==> config.mk <==
export PLATFORM = sky130hd
export DESIGN_NAME = cpubus_init_cc
export DESIGN_NICKNAME = d
export VERILOG_FILES = /design/src/rtl/cpubus_init_cc.sv
export SDC_FILE = /design/constraint.sdc
export NUM_CORES = 1
export LEC_CHECK = 0
export CAP_MARGIN = 20
export CORE_ASPECT_RATIO = 1.2
export CORE_MARGIN = 2
export CORE_UTILIZATION = 33
export CTS_CLUSTER_SIZE = 25
export DETAILED_ROUTE_END_ITERATION = 8
export PLACE_DENSITY_LB_ADDON = 0.25
export SYNTH_ARGS = -nofsm -noshare
export SYNTH_HDL_FRONTEND = slang
export SYNTH_SLANG_ARGS = --single-unit
==> constraint.sdc <==
create_clock -name clk -period 1.9 [get_ports clk]
set_input_delay 0.285 -clock clk [delete_from_list [all_inputs] [get_ports clk]]
set_output_delay 0.285 -clock clk [all_outputs]
set_load 0.01 [all_outputs]
==> src/rtl/cpubus_init_cc.sv <==
// Processor-bus initiator: turns a one-cycle local read/write request into a
// single pce_/prnw bus cycle (setup, strobe, hold) and returns a one-cycle ack.
module cpubus_init_cc #(
    parameter int AW     = 16,
    parameter int DW     = 16,
    parameter int SETUP  = 2,
    parameter int STROBE = 12,
    parameter int HOLD   = 2
) (
    input  logic          clk,
    input  logic          rst_,
    input  logic          req,
    input  logic          rnw,
    input  logic [AW-1:0] addr,
    input  logic [DW-1:0] wdata,
    output logic          busy,
    output logic          ack,
    output logic [DW-1:0] rdata,
    output logic          pce_,
    output logic          prnw,
    output logic [AW-1:0] pa,
    output logic [DW-1:0] pdo,
    output logic          pdoe,
    input  logic [DW-1:0] pdi
);

    typedef enum logic [1:0] {S_IDLE, S_SETUP, S_STRB, S_HOLD} state_t;

    localparam logic [7:0] SETUP_LD  = 8'(SETUP - 1);
    localparam logic [7:0] STROBE_LD = 8'(STROBE - 1);
    localparam logic [7:0] HOLD_LD   = 8'(HOLD - 1);

    state_t        state_reg, state_next;
    logic [7:0]    count_reg, count_next;
    logic          busy_reg, busy_next;
    logic          ack_reg, ack_next;
    logic [DW-1:0] rdata_reg, rdata_next;
    logic          pce_reg, pce_next;
    logic          prnw_reg, prnw_next;
    logic [AW-1:0] pa_reg, pa_next;
    logic [DW-1:0] pdo_reg, pdo_next;
    logic          pdoe_reg, pdoe_next;

    always_ff @(posedge clk or negedge rst_) begin
        if (!rst_) begin
            state_reg <= S_IDLE;
            count_reg <= '0;
            busy_reg  <= 1'b0;
            ack_reg   <= 1'b0;
            rdata_reg <= '0;
            pce_reg   <= 1'b1;
            prnw_reg  <= 1'b1;
            pa_reg    <= '0;
            pdo_reg   <= '0;
            pdoe_reg  <= 1'b0;
        end else begin
            state_reg <= state_next;
            count_reg <= count_next;
            busy_reg  <= busy_next;
            ack_reg   <= ack_next;
            rdata_reg <= rdata_next;
            pce_reg   <= pce_next;
            prnw_reg  <= prnw_next;
            pa_reg    <= pa_next;
            pdo_reg   <= pdo_next;
            pdoe_reg  <= pdoe_next;
        end
    end

    // Every registered output holds unless the current phase says otherwise;
    // the bus side is therefore frozen for the whole strobe.
    always_comb begin
        state_next = state_reg;
        count_next = count_reg;
        busy_next  = busy_reg;
        ack_next   = 1'b0;
        rdata_next = rdata_reg;
        pce_next   = pce_reg;
        prnw_next  = prnw_reg;
        pa_next    = pa_reg;
        pdo_next   = pdo_reg;
        pdoe_next  = pdoe_reg;
        case (state_reg)
            S_IDLE: begin
                pce_next = 1'b1;
                if (req) begin
                    pa_next    = addr;
                    prnw_next  = rnw;
                    pdo_next   = wdata;
                    pdoe_next  = ~rnw;
                    busy_next  = 1'b1;
                    count_next = SETUP_LD;
                    state_next = S_SETUP;
                end
            end
            S_SETUP: begin
                if (count_reg == 8'd0) begin
                    pce_next   = 1'b0;
                    count_next = STROBE_LD;
                    state_next = S_STRB;
                end else begin
                    count_next = count_reg - 8'd1;
                end
            end
            S_STRB: begin
                if (count_reg == 8'd0) begin
                    pce_next = 1'b1;
                    // pdi is taken from the final strobe cycle, when the slave has settled
                    if (prnw_reg) begin
                        rdata_next = pdi;
                    end
                    count_next = HOLD_LD;
                    state_next = S_HOLD;
                end else begin
                    count_next = count_reg - 8'd1;
                end
            end
            S_HOLD: begin
                if (count_reg == 8'd0) begin
                    busy_next  = 1'b0;
                    ack_next   = 1'b1;
                    pdoe_next  = 1'b0;
                    prnw_next  = 1'b1;
                    state_next = S_IDLE;
                end else begin
                    count_next = count_reg - 8'd1;
                end
            end
            default: begin
                pce_next   = 1'b1;
                state_next = S_IDLE;
            end
        endcase
    end

    assign busy  = busy_reg;
    assign ack   = ack_reg;
    assign rdata = rdata_reg;
    assign pce_  = pce_reg;
    assign prnw  = prnw_reg;
    assign pa    = pa_reg;
    assign pdo   = pdo_reg;
    assign pdoe  = pdoe_reg;

endmodule

Word-level counts from Yosys, hierarchy flattened
Index checks and enable logic that the tools add are counted.
{ "totals": {"ff_bits": 63, "latchBits": 0, "output_inout_bits": 53, "mem_bits_ro": 0, "n_memories": 0, "inputBits": 52, "ramBits": 0, "elab_cells": 51} }
{ "classes": {"n_shift": 0, "mux": 21, "addsub": 1, "n_reduce_logical": 10, "div": 0, "mul": 0, "order_cmp": 0, "n_eq_ne": 8, "bitwise": 1} }
{ "op_table": {"columns": ["cell", "count"], "rows": [
  ["$mux 8", 4],
  ["$pmux 8 s4", 1],
  ["$ne 2x2->1 const B", 5],
  ["$reduce_and 3->1", 3],
  ["$logic_not 8->1", 1],
  ["$mux 2", 4],
  ["$pmux 2 s4", 1],
  ["$sub 8x1->8 const B", 1],
  ["$mux 1", 7],
  ["$pmux 1 s2", 3],
  ["$eq 2x2->1 const B", 2],
  ["$reduce_and 2->1", 2],
  ["$reduce_and 4->1", 1],
  ["$pmux 1 s3", 1],
  ["$reduce_bool 3->1", 1],
  ["$eq 2x1->1 const B", 1],
  ["$logic_not 2->1", 1],
  ["$reduce_bool 2->1", 1],
  ["$not 1->1", 1]
]} }

Depth between registers and ports, before layout
Gate-level depths: netlist (run 1).
{ "depth": {"word_depth": 3, "depth_mapped": 7, "mapped_depth_nobuf": 6} }

Least setup slack after synthesis (run 1)
Ideal clock, no wire load.
{ "synth_path": {"path_kind": "flip-flop to flip-flop", "from": "register count_reg[0]", "to": "register rdata_reg[10] (netlist: rdata[10])", "synth_period_minus_slack_ns": 1.901, "n_path_buf": 1, "setup_time_ns": 0.125, "t_required_ns": 1.775, "stages_incl_launch_ff": 8, "arrival_time_ns": 1.776, "setup_slack_ns": -0.001, "cell_sequence": "dfrtp_1 -> inv_1 -> ha_1 -> nor3b_2 -> nand2_4 -> nor2_8 -> buf_12 -> mux2_4"} }
{ "synth_via": {"elab_chain_cells": 2} }
{ "synth_lines": {"columns": ["item", "line", "source"], "rows": [
  ["start, declared", "34", "logic [7:0] count_reg, count_next;"],
  ["start signal, assigned", "58", "count_reg <= count_next;"],
  ["$logic_not 8->1", "106", "if (count_reg == 8'd0) begin"],
  ["$reduce_and 3->1 (no line)", null, null],
  ["end signal, assigned", "61", "rdata_reg <= rdata_next;"],
  ["end, declared", "37", "logic [DW-1:0] rdata_reg, rdata_next;"]
]} }
Every way passes these cells.
A chain may end at the register's enable or synchronous reset.

Worst setup path after layout (run 1)
{ "layout_path": {"from": "register count_reg[1]", "to": "register count_reg[2]"} }
{ "layout_via": {"elab_chain_cells": 3, "word_cells_on_any_way": 8, "classes_between": "1 x add/sub; 1 x eq/ne; 4 x mux; 2 x reduce/logical"} }
{ "layout_lines": {"columns": ["item", "line", "source"], "rows": [
  ["$sub 8x1->8 or $logic_not 8->1 (tied branches)", null, null],
  ["$mux 8, or another cell as far along", "119", "if (count_reg == 8'd0) begin"],
  ["$pmux 8 s4 or $reduce_and 2->1 (tied branches)", null, null]
]} }
Parallel ways exist; a longest one is shown, timed or not. The select of a mux whose other input is x is not followed.

==> metrics.txt, run 1 <==
run status=completed; Die X=~90 um; Via Count=2100; Clock transition at path regs=0.08 ns; logic gate share of total power=between 50% and 60%; Routed WL=~6500 um; CP bufs+invs=2; diode count=0; R2R Path Start=count_reg[1]; Clock Sinks=63; Crit path required time=around 2.1 ns; remaining antenna violation count=0; Top delay family on crit path=simple AND/OR/NAND/NOR gates; reg2reg end=count_reg[2]; flop2flop setup slack=0.06 ns; post-synth design cell area=around 0.0028 mm2; root buf cell=clkbuf_8; largest net degree at the start of global routing=between 60 and 70; boundary pin count=105; Leak Pwr=approximately 1.8 nW; drc violations=0; vias in the first global route=2100; R2R depth=7; Switch Pwr=about 0.0025 W; area share of the largest cell type after synthesis=around 55%; layout cells sized above 1=a little under a third; critical path's largest stage delay=roughly 0.56 ns; sw frac=33.49%; synthesized area per cell=~14 um2; Mapped Cells=slightly below 200; placed cells=around 420; Slew @ Worst Pin=0.3407 ns; Fin. Hold Viols=0; CTS Buf Count=9; # rows=36; htree depth=3; Non-Filler Instances=around 450; final setup vio count=0; cell internal pwr=0.004929 W; PD cells=between 1500 and 2000 mW/mm2; Hold/Removal Path Class=in -> async; fmax=between 500 and 600 MHz; register area share after synthesis=56.82%; Initial DRT Pass Iterations=4; CTS tree=done; clock group share of total power=15.7%; GRT Util Overall=14.60%; CP startpoint kind=flip-flop; Max Cap Viol=0; Max FO, Critical Path=4; period utilization=97.09%; Area Overhead vs Synth=57.14%; die area=0.009174 mm2; Final nets=just under 400; grt ovf=0; minimum period implied by the final worst setup slack=between 1.5 and 2 ns; initial core utilization=approximately a third; crit path cell chain=inv_2, ha_4, or4bb_4, o211ai_4, buf_6, xor2_1, a21oi_1; VDD IR max=slightly below 0.9 mV; filler instances=between 700 and 800; mean routed wirelength per cell=around 15 um; Yosys top cell by area=dfrtp_1; slew margin rel.=between 70% and 80%; worst clock skew=between 0.006 and 0.007 ns; initial antenna violation count=0; final hold slack=around 0.48 ns; HPWL after detailed placement=4432 um; global-route wire length before repair=10280 um; CP Class=reg -> reg; clock latency on the worst-skew pair=about 0.34 ns; Distinct cells, synth=41; Crit. End Element=flip-flop; Synthesized Nets=between 200 and 300; share of power burned in registers=between 30% and 40%; initial DRC count=36; clock buffer depth=2; Max Slew Vio Count=0; Ys Warns=0; Crit path arrival time=approximately 2.1 ns; PortBufs=104; Worst path slowest cell=or4bb_4; Seq cells post-synth=between 60 and 70; Via density=4.719; top cells by area, synth=dfrtp_1 (55%), mux2_2 (16%), mux2_4 (5.4%); Core ar.=about 0.0082 mm2; die height=104.5 um; gp weighted congestion=around 0.85
==> how the worst max path moves through the flow <==
stage	start	endpoint	slack (ns)	cells past startpoint
6_report	count_reg[1]	count_reg[2]	0.06	7
5_1_grt	count_reg[1]	count_reg[5]	-0.02	6
4_1_cts	state_reg[0]	count_reg[7]	0.02	6
3_5_place_dp	req	count_reg[7]	0.004	5
3_3_place_gp	req	count_reg[4]	0.01	5
2_1_floorplan	count_reg[0]	rdata[10]	0.07	7
==> logic make-up (layout without fill, tap and decap cells) <==
group / Yosys count / in the layout / synth area share, %
compound gates: 35 / 35 / 8.780
xor+xnor: 1 / 1 / 0.3152
fa+ha+maj: 7 / 7 / 3.152
buf+inv: 12 / 147 / 2.206
flops: 63 / 63 / 56.82
mux: 49 / 49 / 21.21
simple gates: 29 / 29 / 7.519
==> cell usage in the layout (no fill, tap or decap), types with 4 or more instances in the layout <==
| cell | count |
|---|---|
| buf_12 | 4 |
| ha_1 | 5 |
| mux2_2 | 39 |
| clkbuf_8 | 9 |
| inv_1 | 5 |
| mux2_4 | 10 |
| buf_4 | 14 |
| a21oi_1 | 11 |
| nor2_1 | 6 |
| nor3_1 | 5 |
| clkdlybuf4s50_1 | 103 |
| dfrtp_1 | 61 |
| o21ai_0 | 4 |
==> cell usage after synthesis <==
cell and number:
o22ai_1 1, nor3b_2 1, a2bb2oi_1 1, nor2_1 6, or4b_1 1, buf_1 3
or4_2 1, o31ai_1 2, o2bb2ai_1 1, nor2b_1 1, nor4_4 1, ha_1 7
or4bb_1 1, inv_1 7, nor3_1 5, xor2_1 1, a21oi_1 11, o41ai_1 2
nand2_4 1, o32a_1 1, or4_4 1, dfrtp_1 61, o22a_1 1, a31o_2 1
buf_12 1, o21ai_0 5, mux2_4 10, dfstp_2 2, nand2_1 3, o21ai_2 1
clkbuf_1 1, a31oi_1 2, and3_2 1, a22oi_1 4, or3_1 2, nor2_8 1
a21boi_0 1, mux2_2 39, nand2b_1 2, o211ai_4 1, nand3_1 1
==> power by group through the flow <==
stage	clock, W	sequential, W	combinational, W
final	0.00116	0.00237	0.00388
after global routing	0.00127	0.00245	0.00420
after CTS	0.00121	0.00238	0.00377
after detailed placement	0	0.00240	0.00374
after global placement	0	0.00237	0.00369
after floorplan	0	0.00264	0.00169
==> routing by layer <==
layer / part of all wire, % / track usage, %
met2: 52 / 23.81
met5: 0 / 0
met4: 2.8 / 8.242
met1: 40 / 17.38
met3: 4.8 / 3.254
==> metrics by stage <==
stage	setup WS (ns)	area [um2]	total power, W	utilization [%]	TNS (ns)
finish	0.05525	4367	0.007411	53.56	0
global route	-0.02330	4367	0.007917	53.56	-0.03463
CTS	0.02433	4258	0.007349	52.23	0
detailed placement	0.003719	4051	0.006141	49.69	0
global placement	0.01313	4051	0.006061	49.69	0
floorplan	0.07269	2785	0.004336	-	0
==> tightest hold or removal path: stages <==
cell and delay (ns):
dlygate4sd3_1 0.51, buf_2 0.12, buf_12 0.29
==> final cells by class <==
| class | count | area, um2 | share of cell area [%] |
|---|---|---|---|
| timing repair buffer | 124 | 1242 | 28.45 |
| sequential | 63 | 1579 | 36.16 |
| clock buffer | 9 | 123.9 | 2.837 |
| multi-input combinational | 121 | 1180 | 27.02 |
| inverter | 7 | 26.28 | 0.6017 |
| tap | 114 | 142.6 | 3.266 |
| clock inverter | 7 | 72.57 | 1.662 |
==> timing repair <==
action,4_1_cts,5_1_grt
setup endpoints to repair,0,22
hold endpoints to repair,61,0
setup buffers,0,6
resized for setup,0,11
hold buffers,1,0
Note: power is estimated with default switching activity, not from simulation.
==> run 2, diff against run 1 <==
--- a/config.mk
+++ b/config.mk
@@ -5,7 +5,6 @@
 export SDC_FILE = /design/constraint.sdc
 export NUM_CORES = 1
 export LEC_CHECK = 0
-export CAP_MARGIN = 20
 export CORE_ASPECT_RATIO = 1.2
 export CORE_MARGIN = 2
 export CORE_UTILIZATION = 33
==> results of run 2 <==
Same layout as run 1: the final DEF is identical, and so are final timing and power.
